File: config.mk
export PLATFORM = sky130hd
export DESIGN_NAME = fetch_buffer_flat
export DESIGN_NICKNAME = d
export VERILOG_FILES = /design/src/rtl/fetch_buffer_pkg.sv /design/src/rtl/fetch_buffer_if.sv /design/src/rtl/fetch_buffer_queue.sv /design/src/rtl/fetch_buffer.sv /design/src/flat_wrapper.sv
export SDC_FILE = /design/constraint.sdc
export NUM_CORES = 1
export LEC_CHECK = 0
export BUFFER_PORTS_ARGS = -buffer_cell sky130_fd_sc_hd__buf_2
export CAP_MARGIN = 0
export CORE_MARGIN = 2
export CORE_UTILIZATION = 60
export CTS_CLUSTER_DIAMETER = 200
export DETAILED_ROUTE_END_ITERATION = 12
export PLACE_DENSITY = 0.81
export SLEW_MARGIN = 20
export SYNTH_ARGS = -nofsm -noshare
export SYNTH_HDL_FRONTEND = slang
export SYNTH_SLANG_ARGS = --single-unit
File: constraint.sdc
create_clock -name clock -period 33.7 [get_ports clock]
set_input_delay 8.425 -clock clock [delete_from_list [all_inputs] [get_ports clock]]
set_output_delay 8.425 -clock clock [all_outputs]
set_load 0.01 [all_outputs]
File: src/rtl/fetch_buffer_pkg.sv
// fetch_buffer_pkg: shared fetch-packet type, sizing constants and word-select helper (package FetchBufferST)
package FetchBufferST;
  localparam int FETCH_WORDS = 4;
  localparam int WORD_BITS = 32;
  localparam int PACKET_BITS = FETCH_WORDS * WORD_BITS;
  localparam int PC_BITS = 64;
  typedef struct packed {
    logic [PACKET_BITS-1:0] data;
    logic [PC_BITS-1:0]     pc;
    logic [1:0]             start;
  } FetchPacketST;
  function automatic logic [WORD_BITS-1:0] word_of(input logic [PACKET_BITS-1:0] d, input logic [1:0] i);
    return d[{i, 5'd0} +: WORD_BITS];
  endfunction
endpackage

File: src/rtl/fetch_buffer_if.sv
// fetch_buffer_if: ICache-side enqueue, decode-side dequeue, flush and occupancy signals
interface fetch_buffer_if #(
  parameter int DEPTH = 4,
  parameter int VADDR_BITS = 39
);
  logic                    io_enq_valid;
  logic [127:0]            io_enq_bits_data;
  logic [VADDR_BITS-1:0]   io_enq_bits_pc;
  logic                    io_enq_ready;
  logic                    io_drop;
  logic                    io_deq_valid;
  logic                    io_deq_ready;
  logic [31:0]             io_deq_bits_inst;
  logic [VADDR_BITS-1:0]   io_deq_bits_pc;
  logic                    io_flush;
  logic [$clog2(DEPTH):0]  io_count;
  modport master (
    output io_enq_valid, io_enq_bits_data, io_enq_bits_pc, io_deq_ready, io_flush,
    input  io_enq_ready, io_drop, io_deq_valid, io_deq_bits_inst, io_deq_bits_pc, io_count
  );
  modport slave (
    input  io_enq_valid, io_enq_bits_data, io_enq_bits_pc, io_deq_ready, io_flush,
    output io_enq_ready, io_drop, io_deq_valid, io_deq_bits_inst, io_deq_bits_pc, io_count
  );
endinterface

File: src/rtl/fetch_buffer_queue.sv
// fetch_packet_queue: DEPTH-entry circular FIFO of fetch packets, flush/reset clear pointers and count
module fetch_packet_queue
  import FetchBufferST::*;
#(
  parameter int DEPTH = 4
) (
  input  logic                   clock,
  input  logic                   reset,
  input  logic                   flush,
  input  logic                   push,
  input  logic                   pop,
  input  FetchPacketST           push_pkt,
  output FetchPacketST           head,
  output FetchPacketST           next,
  output logic [$clog2(DEPTH):0] count
);
  localparam int AW = $clog2(DEPTH);
  localparam int CW = AW + 1;
  FetchPacketST mem [DEPTH];
  logic [AW-1:0] hptr, tptr;
  assign head = mem[hptr];
  assign next = mem[hptr + 1'b1];
  // packet storage needs no reset: nothing is read while count is zero
  always_ff @(posedge clock)
    if (push) mem[tptr] <= push_pkt;
  // pointers and occupancy; pointers wrap naturally at the power-of-two depth
  always_ff @(posedge clock)
    if (reset || flush) begin
      hptr <= '0;
      tptr <= '0;
      count <= '0;
    end else begin
      tptr <= tptr + AW'(push);
      hptr <= hptr + AW'(pop);
      count <= count + CW'(push) - CW'(pop);
    end
endmodule

File: src/rtl/fetch_buffer.sv
// fetch_buffer: packet FIFO sequenced into 32-bit instructions; FETCH_BUFFER_BYPASS_EN adds empty-buffer enq->deq bypass
module fetch_buffer
  import FetchBufferST::*;
#(
  parameter int DEPTH = 4,
  parameter int VADDR_BITS = 39
) (
  input logic          clock,
  input logic          reset,
  fetch_buffer_if.slave io
);
  localparam int CW = $clog2(DEPTH) + 1;
  logic [CW-1:0] count;
  FetchPacketST head, next, enq_pkt;
  logic [1:0] widx, widx_n, enq_start;
  logic held, enq_fire, step, pop, push, drop, unused_bits;
  assign held = count != '0;
  assign io.io_enq_ready = count < CW'(DEPTH);
  assign io.io_count = count;
  assign io.io_drop = drop;
  assign enq_fire = io.io_enq_valid && io.io_enq_ready && !io.io_flush;
  assign step = held && io.io_deq_ready;
  assign pop = step && widx == 2'd3;
  assign unused_bits = ^{head, next};
`ifdef FETCH_BUFFER_BYPASS_EN
  logic byp, byp_take;
  assign byp = !held && enq_fire;
  assign byp_take = byp && io.io_deq_ready;
  assign io.io_deq_valid = held || byp;
  assign io.io_deq_bits_inst = held ? word_of(head.data, widx) : byp ? word_of(io.io_enq_bits_data, io.io_enq_bits_pc[3:2]) : '0;
  assign io.io_deq_bits_pc = held ? {head.pc[VADDR_BITS-1:4], widx, 2'b00} : byp ? {io.io_enq_bits_pc[VADDR_BITS-1:2], 2'b00} : '0;
  assign enq_start = io.io_enq_bits_pc[3:2] + 2'(byp_take);
  assign push = enq_fire && !(byp_take && io.io_enq_bits_pc[3:2] == 2'd3);
`else
  assign io.io_deq_valid = held;
  assign io.io_deq_bits_inst = held ? word_of(head.data, widx) : '0;
  assign io.io_deq_bits_pc = held ? {head.pc[VADDR_BITS-1:4], widx, 2'b00} : '0;
  assign enq_start = io.io_enq_bits_pc[3:2];
  assign push = enq_fire;
`endif
  assign enq_pkt = '{data: io.io_enq_bits_data, pc: PC_BITS'(io.io_enq_bits_pc), start: enq_start};
  fetch_packet_queue #(.DEPTH(DEPTH)) queue (
    .clock(clock),
    .reset(reset),
    .flush(io.io_flush),
    .push(push),
    .pop(pop),
    .push_pkt(enq_pkt),
    .head(head),
    .next(next),
    .count(count)
  );
  // word index: step through the head packet, reload start index whenever a new packet becomes head
  always_comb
    widx_n = io.io_flush ? 2'd0
           : pop ? (count > CW'(1) ? next.start : push ? enq_start : 2'd0)
           : step ? widx + 2'd1
           : (!held && push) ? enq_start
           : widx;
  // word index register and one-cycle drop pulse for packets arriving while full
  always_ff @(posedge clock)
    if (reset) begin
      widx <= 2'd0;
      drop <= 1'b0;
    end else begin
      widx <= widx_n;
      drop <= io.io_enq_valid && !io.io_enq_ready && !io.io_flush;
    end
endmodule
File: src/flat_wrapper.sv
// flat-port wrapper written by rule: the top's interface ports become plain ports
module fetch_buffer_flat import FetchBufferST::*;
#(
  parameter int DEPTH = 4,
  parameter int VADDR_BITS = 39
)
  (clock, reset, io_io_enq_valid, io_io_enq_bits_data, io_io_enq_bits_pc, io_io_deq_ready, io_io_flush, io_io_enq_ready, io_io_drop, io_io_deq_valid, io_io_deq_bits_inst, io_io_deq_bits_pc, io_io_count);
  fetch_buffer_if #(.DEPTH(DEPTH), .VADDR_BITS(VADDR_BITS)) io_i ();
  input logic clock;
  input logic reset;
  input wire logic [$bits(io_i.io_enq_valid)-1:0] io_io_enq_valid;
  input wire logic [$bits(io_i.io_enq_bits_data)-1:0] io_io_enq_bits_data;
  input wire logic [$bits(io_i.io_enq_bits_pc)-1:0] io_io_enq_bits_pc;
  input wire logic [$bits(io_i.io_deq_ready)-1:0] io_io_deq_ready;
  input wire logic [$bits(io_i.io_flush)-1:0] io_io_flush;
  output wire logic [$bits(io_i.io_enq_ready)-1:0] io_io_enq_ready;
  output wire logic [$bits(io_i.io_drop)-1:0] io_io_drop;
  output wire logic [$bits(io_i.io_deq_valid)-1:0] io_io_deq_valid;
  output wire logic [$bits(io_i.io_deq_bits_inst)-1:0] io_io_deq_bits_inst;
  output wire logic [$bits(io_i.io_deq_bits_pc)-1:0] io_io_deq_bits_pc;
  output wire logic [$bits(io_i.io_count)-1:0] io_io_count;
  assign io_i.io_enq_valid = io_io_enq_valid;
  assign io_i.io_enq_bits_data = io_io_enq_bits_data;
  assign io_i.io_enq_bits_pc = io_io_enq_bits_pc;
  assign io_i.io_deq_ready = io_io_deq_ready;
  assign io_i.io_flush = io_io_flush;
  assign io_io_enq_ready = io_i.io_enq_ready;
  assign io_io_drop = io_i.io_drop;
  assign io_io_deq_valid = io_i.io_deq_valid;
  assign io_io_deq_bits_inst = io_i.io_deq_bits_inst;
  assign io_io_deq_bits_pc = io_i.io_deq_bits_pc;
  assign io_io_count = io_i.io_count;
  fetch_buffer #(.DEPTH(DEPTH), .VADDR_BITS(VADDR_BITS)) u_core (.clock(clock), .reset(reset), .io(io_i));
endmodule
; Word-level counts from Yosys, hierarchy flattened
; Memory sizes are Yosys's and may differ from the RTL's. A register that Yosys moved wholly into a read port is not among the register bits.
; Index checks and enable logic that the tools add are counted.
[classes]
reduce_logical = 14
n_mul = 0
n_addsub = 6
n_eq_ne = 1
shift = 1
bitwise_logic = 0
magnitude_cmp = 2
mux = 10
div_mod_pow = 0
[op_table]
columns = op, n
row1 = indexed part select 128 x 8 -> 32 bit, 1
row2 = 2-to-1 mux 39 bit, 1
row3 = 2-to-1 mux 32 bit, 1
row4 = 2-to-1 mux 2 bit, 6
row5 = logical AND 1 bit, 7
row6 = nonzero test 3 bit, 2
row7 = adder 2 x 1 -> 2 bit, 2
row8 = adder 2 x 1 -> 2 bit (second input constant), 2
row9 = adder 3 x 1 -> 3 bit, 1
row10 = greater-than comparator 3 x 1 -> 1 bit (second input constant), 1
row11 = logical NOT 1 bit, 3
row12 = less-than comparator 3 bit (second input constant), 1
row13 = subtractor 3 x 1 -> 3 bit, 1
row14 = equality test 2 bit (second input constant), 1
row15 = 2-to-1 mux 1 bit, 2
row16 = OR reduction 2 bit, 1
row17 = logical OR 1 bit, 1
[word_totals]
register_bits = 10
n_memories = 1
latchBits = 0
mem_bits_ro = 0
mem_bits_rw = 676
output_inout_bits = 77
wordCells = 40
[memory_table]
columns = name, words, width, read_ports, rd_ports_with_merged_regs, wr, line
row1 = u_core.queue.mem, 4, 169, 2, 1, 1, fetch_buffer_queue.sv:19  ; FetchPacketST mem [DEPTH];

; Depth between registers and ports, before layout
; Gate-level depths: netlist of the first run.
[logic_depth]
word_depth = 7
depth_mapped = 8

; Modules after synthesis
; From an unflattened synthesis of the first run, not the netlist that was laid out.
[hier_totals]
cells_unflattened = 1432
hier_area_um2 = 34575.7
[modules_own_cells]
columns = module, cells_per_inst, seq_area_each_um2, instances, area_per_inst_um2
row1 = fetch_packet_queue, 1282, 23442.5, 1, 33056.7
row2 = fetch_buffer, 150, 60.1, 1, 1519.0

; Worst setup path after synthesis of the first run
; Ideal clock, no wire load.
[synth_path]
path_kind = input -> register
startpoint = in io_io_flush
endpoint = mem u_core.queue.mem[0][100] (netlist name), enable pin
cell_stages = 3
n_path_buf = 1
setup_slack_ns = 11.899
arrival_time_ns = 20.876
cell_sequence = buf_4 -> nor3b_2 -> nor3b_1
[synth_via]
elab_chain_cells = 4
[synth_rtl]
columns = item, line
row1 = start: declaration, flat_wrapper.sv:15  ; input wire logic [$bits(io_i.io_flush)-1:0] io_io_flush;
row2 = logical NOT 1 bit, fetch_buffer.sv:21  ; assign enq_fire = io.io_enq_valid && io.io_enq_ready && !io.io_flush;
row3 = logical AND 1 bit, fetch_buffer.sv:21
row4 = 2-to-1 mux 1 bit, fetch_buffer_queue.sv:25  ; if (push) mem[tptr] <= push_pkt;
row5 = 2-to-1 mux 1 bit (implied by the code), fetch_buffer_queue.sv:25
row6 = end: declaration, fetch_buffer_queue.sv:19
; Every way passes these cells.

==> results of run 1 <==
==> cells in the mapped netlist, types with 2 or more instances <==
library cell  count
clkbuf_1         14
buf_1             8
inv_1             3
edfxtp_1        660
nor2_1            3
and2_1           40
a22oi_1          65
nor3b_1           3
buf_2            25
nand2_1          40
mux4_2          165
a2111oi_2         2
dfxtp_1          10
and3_1            3
a211oi_1          2
buf_4            10
ha_1              4
xor2_1            3
nor3_1            5
==> final cells by class <==
type                    instances  area [sq um]
repair buffers                265          1410
clock buffers                  84          1760
diodes                         10          25.0
multi-input cells             354          5010
inverters                       4          15.0
flip-flops and latches        670         20000
fillers                      2424         12500
clock inverters                32           365
well taps                     539           674
==> sequential cells by signal, indices dropped and copies added (netlist names) <==
name and flops:
u_core.queue.count 3, u_core.queue.tptr 2, u_core.io.io_drop 1, u_core.queue.hptr 2, u_core.widx 2, u_core.queue.mem 660
==> per-layer routing <==
metal | track usage, % | wire length [um]
met4 | 7.83 | 1150
met3 | 5.01 | 3160
met1 | 31.1 | 19600
met2 | 37.3 | 25000
met5 | 0 | 72
==> power groups by stage <==
| stage | Sequential, mW | Combinational, mW | Clock, mW |
|---|---|---|---|
| finish | 0.932 | 0.0461 | 0.717 |
| global route | 0.932 | 0.0505 | 0.764 |
| CTS | 0.932 | 0.0466 | 0.731 |
| detailed placement | 0.949 | 0.0461 | 0 |
| global placement | 0.948 | 0.0438 | 0 |
| floorplan | 0.953 | 0.0198 | 0 |
==> worst max-delay path: cells and delay by family (launching register included) <==
family / cells / cell delay, ps
flops: 1 / 750
compound gates: 1 / 240
simple gates: 1 / 90
mux: 1 / 550
buf+inv: 4 / 1670
==> worst paths after layout <==
| path | startpoint | slack, ps | depth (start not counted) | endpoint |
|---|---|---|---|---|
| max | u_core.queue.hptr[0] | 21340 | 7 | io_io_deq_bits_inst[8] |
| min | u_core.queue.tptr[1] | 650 | 2 | u_core.queue.tptr[1] |
| min reg2reg | u_core.queue.tptr[1] | 650 | 2 | u_core.queue.tptr[1] |
| max reg2reg | u_core.queue.count[2] | 30260 | 5 | u_core.queue.mem[1][91] |
==> per-stage QoR <==
stage          utilization (%)  instances  area, sq um  worst slack (ps)
2_1_floorplan                -       1086        25300             11900
3_3_place_gp              64.9       1831        27100             21500
3_5_place_dp              64.9       1831        27100             21500
4_1_cts                   70.0       1947        29200             20880
5_1_grt                   70.1       1955        29300             20950
6_report                  70.1       1958        29300             21340
==> cells by family (layout without fill, tap and decap cells) <==
kind of cell	after synthesis	in the layout	synth area share, %
mux	165	165	14.7
fa+ha+maj	5	5	0.277
compound gates	78	78	2.41
other cells	1	12	0.0148
flops	670	670	79.1
simple gates	100	100	2.10
xor+xnor	4	4	0.139
buf+inv	62	385	1.22
==> impl_metrics.yaml, run 1 <==
cts:
  clkLatencyLatePin_ps: 580
  cts_hold_buf: 0
  clk_pin_slew_ps: 60
  h-tree-depth: 3
  root_buffer: "clkbuf_16"
  clkSinkCount: 670
  cts_buffer_depth: 3
  cts_tree: "built"
  postCtsSetupBuffers: 0
  ctsResizeCount: 0
  cts_buffers: 66
drt:
  num_vias: 11900
  post_drt_via_cell_ratio: 6.09
  antenna_left: 0
  wl_um: 49000
  drt-initial-drc-count: 1030
  drc_errors: 0
  dr.pass1.iters: 5
  post_drt_wl_per_cell_um: 25.0
setup_path:
  cp_slowest_stage_delay_ps: 760
  worstPathRequired_ps: 25270
  cp_slowest_cell: "buf_4"
  cpMostUsedCell: "buf_4"
  arrival_ps: 3940
  crit_chain: "buf_4 -> buf_4 -> buf_16 -> mux4_2 -> a22oi_1 -> nand2_1 -> buf_2"
  crit_fanout: 41
  worstSetupPathType: "reg -> out"
  end_kind: "primary output"
  start_kind: "flop"
power:
  p_sw_share_pct: 19.0
  power_mw: 1.70
  power_density_mw_per_mm2: 57.9
  leakage_nw: 9.67
  irDropWorstVdd_uv: 46.5
  pwr-share-seq_pct: 55.0
  p_comb_share_pct: 2.7
  clkPwrFrac_pct: 42.3
  p_int_mw: 1.37
  switchingPower_mw: 0.322
logic_synthesis:
  synth_area_leaders: "edfxtp_1 78%, mux4_2 15%, a22oi_1 1.9%, and2_1 0.99%, dfxtp_1 0.79%"
  synth_area_sq_mm: 0.0253
  syn_area_per_cell_sq_um: 23.3
  yosys.area.top_type: "edfxtp_1"
  synth_top_area_share_pct: 78.4
  ys_types: 39
  async_reset_ff_share_pct: 0
  synth-seq-area-share_pct: 79.1
  ys.flop_type: "edfxtp_1"
  yosysWarnings: 0
  ys_seq_elements: 670
  synthCells: 1085
  synth_edf_count: 660
grt:
  grt_pass1_wl_um: 74200
  overflow: 0
  antenna_found_initial: 16
  grt_max_degree: 136
  grt_usage_pct: 22.8
  grt_pass1_vias: 12400
worst_hold_path:
  hold_class: "reg -> reg"
die:
  core_sq_mm: 0.0418
  die_w_um: 209
  initial_utilization_pct: 60.6
  dieArea_sq_mm: 0.0438
  pin_count: 249
  die_h_um: 209
  core.rowCount: 75
timing:
  period_minus_slack_ps: 12360
  period_share_pct: 36.7
  max_freq_mhz: 80.9
  max_slew_margin_pct: 13.2
  rsz0062_at_grt: "no"
  holdWs_ps: 653
  worst_slew_pin_slew_ps: 1300
  setup_violations: 0
  fin_skew_ps: 13.1
  slew_violations: 0
  hold_viol: 0
  finalSetupTns_ps: 0
job:
  cap_violations: 0
finish:
  drive_gt1_share_pct: 38.0
  syn_to_final_growth_pct: 15.8
  final_common_cell: "edfxtp_1"
  mostFrequentLayoutCells: "660 x edfxtp_1, 244 x buf_2, 165 x mux4_2"
  finish.net_count: 1538
placement:
  hpwl_um: 27500
  portBuffers: 244
  gp_congestion: 0.754
run_status:
  status: "completed"
Power figures use the tool's default switching activity.
==> run 2, diff against run 1 <==
Settings changed: CORE_UTILIZATION 60 to 53, PLACE_DENSITY 0.81 to 0.76.
Clock period 33.7 ns to 10.5 ns, I/O delays scaled along.
==> run 2 against run 1 <==
Combinational power grew to 3.2 times the previous value. Design area is 0.62% higher. Global-route usage is 2.2 points lower. Hold slack worse by 3.2 ps. Via count is 0.33% higher. Register-to-register slack worse by 23000 ps. Flip-flop and latch count stayed put. Power grew to 3.3 times the previous value. Critical path type unchanged. Critical endpoint is now io_io_deq_bits_inst[20].
==> impl_metrics.yaml, run 2 (synthesis results as in run 1) <==
cts:
  clkLatencyLatePin_ps: 590
  ctsResizeCount: 0
  clkSinkCount: 670
  clk_pin_slew_ps: 60
  root_buffer: "clkbuf_16"
  postCtsSetupBuffers: 0
  cts_tree: "built"
  h-tree-depth: 3
  cts_buffers: 68
  cts_hold_buf: 0
  cts_buffer_depth: 3
finish:
  multiInputGateArea_sq_mm: 0.00502
  final_common_cell: "edfxtp_1"
  largest_reg_flops: 660
  syn_to_final_growth_pct: 16.5
  mostFrequentLayoutCells: "660 x edfxtp_1, 244 x buf_2, 165 x mux4_2"
  top_regs: "u_core.queue.mem (660), u_core.queue.count (3)"
  fill_cells: 3234
  drive_gt1_share_pct: 38.5
  largest_register: "u_core.queue.mem"
  final_cells: 2034
  finalInstanceArea_sq_mm: 0.0295
  final-seq-area_sq_mm: 0.0200
  finish.net_count: 1539
  final_util_pct: 62.1
run_status:
  status: "completed"
setup_path:
  crit_buf_inv: 3
  worstSetupPathType: "reg -> out"
  cpMostUsedCell: "buf_4"
  end_kind: "primary output"
  worstPathRequired_ps: 7880
  crit_chain: "buf_4 -> buf_4 -> mux4_2 -> a22oi_1 -> nand2_1 -> buf_2"
  cp_slowest_stage_delay_ps: 730
  cp_top_family: "buffers and inverters"
  start_kind: "flop"
  cp_slowest_cell: "buf_4"
  arrival_ps: 3840
  crit_fanout: 39
timing:
  fin_ws_ps: 4030
  finalSetupTns_ps: 0
  worst_slew_pin_slew_ps: 1100
  slew_violations: 0
  fin_skew_ps: 20.2
  setup_violations: 0
  period_share_pct: 61.6
  max_freq_mhz: 155
  rsz0062_at_grt: "no"
  max_slew_margin_pct: 26.9
  hold_viol: 0
  period_minus_slack_ps: 6470
grt:
  grt_pass1_vias: 12700
  grt_usage_pct: 20.6
  grt_max_degree: 94
  grt_pass1_wl_um: 75600
  antenna_found_initial: 15
  overflow: 0
placement:
  dpl.cell_count: 1906
  gp_congestion: 0.769
  portBuffers: 244
  dp_slack_ps: 4480
  hpwl_um: 28100
  place_area_sq_mm: 0.0272
drt:
  post_drt_wl_per_cell_um: 24.8
  drc_errors: 0
  antenna_left: 0
  drt-initial-drc-count: 943
  post_drt_via_cell_ratio: 5.88
  dr.pass1.iters: 5
  num_vias: 12000
  wl_um: 50400
power:
  irDropWorstVdd_uv: 190
  leakage_nw: 9.71
  power_density_mw_per_mm2: 188
die:
  pin_count: 249
  core.rowCount: 80
  initial_utilization_pct: 53.3
  die_h_um: 222
  dieArea_sq_mm: 0.0495
  die_w_um: 222
  core_sq_mm: 0.0474
job:
  cap_violations: 0
worst_hold_path:
  hold_class: "reg -> reg"
[run 2: worst register-to-register path: cells and delay by family (launching register included)]
| kind | cells | cell delay [ps] |
|---|---|---|
| flops | 1 | 410 |
| buf+inv | 2 | 1530 |
| simple gates | 2 | 1230 |
[run 2: report_power, final]
group | leakage, nW | internal (mW) | switching [mW]
logic | 2.55 | 0.0624 | 0.0864
registers | 6.08 | 2.98 | 0.00992
clock network | 1.08 | 1.43 | 0.958
[run 2: worst paths after layout]
path | start | endpoint | depth (start not counted) | slack [ps]
worst max-delay path | u_core.queue.hptr[0] | io_io_deq_bits_inst[20] | 6 | 4030
worst min-delay path | u_core.queue.count[2] | u_core.io.io_drop | 1 | 650
worst max register to register | u_core.queue.count[2] | u_core.queue.mem[0][73] | 4 | 6950
worst min register to register | u_core.queue.count[2] | u_core.io.io_drop | 1 | 650
[run 2: metal layers]
layer	track usage [%]	vias to the layer above	wire (um)	share of wire [%]
met4	7.12	20	1150	2.3
met3	5.25	101	3220	6.4
met5	0	-	131	0.26
li1	-	5180	-	-
met2	34.2	357	25800	51
met1	26.9	6297	20100	40
[run 2: area by class of cell]
cell class | instances | area share (%)
inverter | 4 | 0.0509
tap | 615 | 2.61
sequential | 670 | 68.0
clock inverter | 35 | 1.19
timing repair buffer | 264 | 4.76
clock buffer | 84 | 6.34
multi-input combinational | 354 | 17.0
antenna | 8 | 0.0679
[run 2: metrics by stage]
stage          power, mW  hold WS [ps]
2_1_floorplan       3.12           571
3_3_place_gp        3.19           637
3_5_place_dp        3.20           654
4_1_cts             5.59           665
5_1_grt             5.70           679
6_report            5.53           650
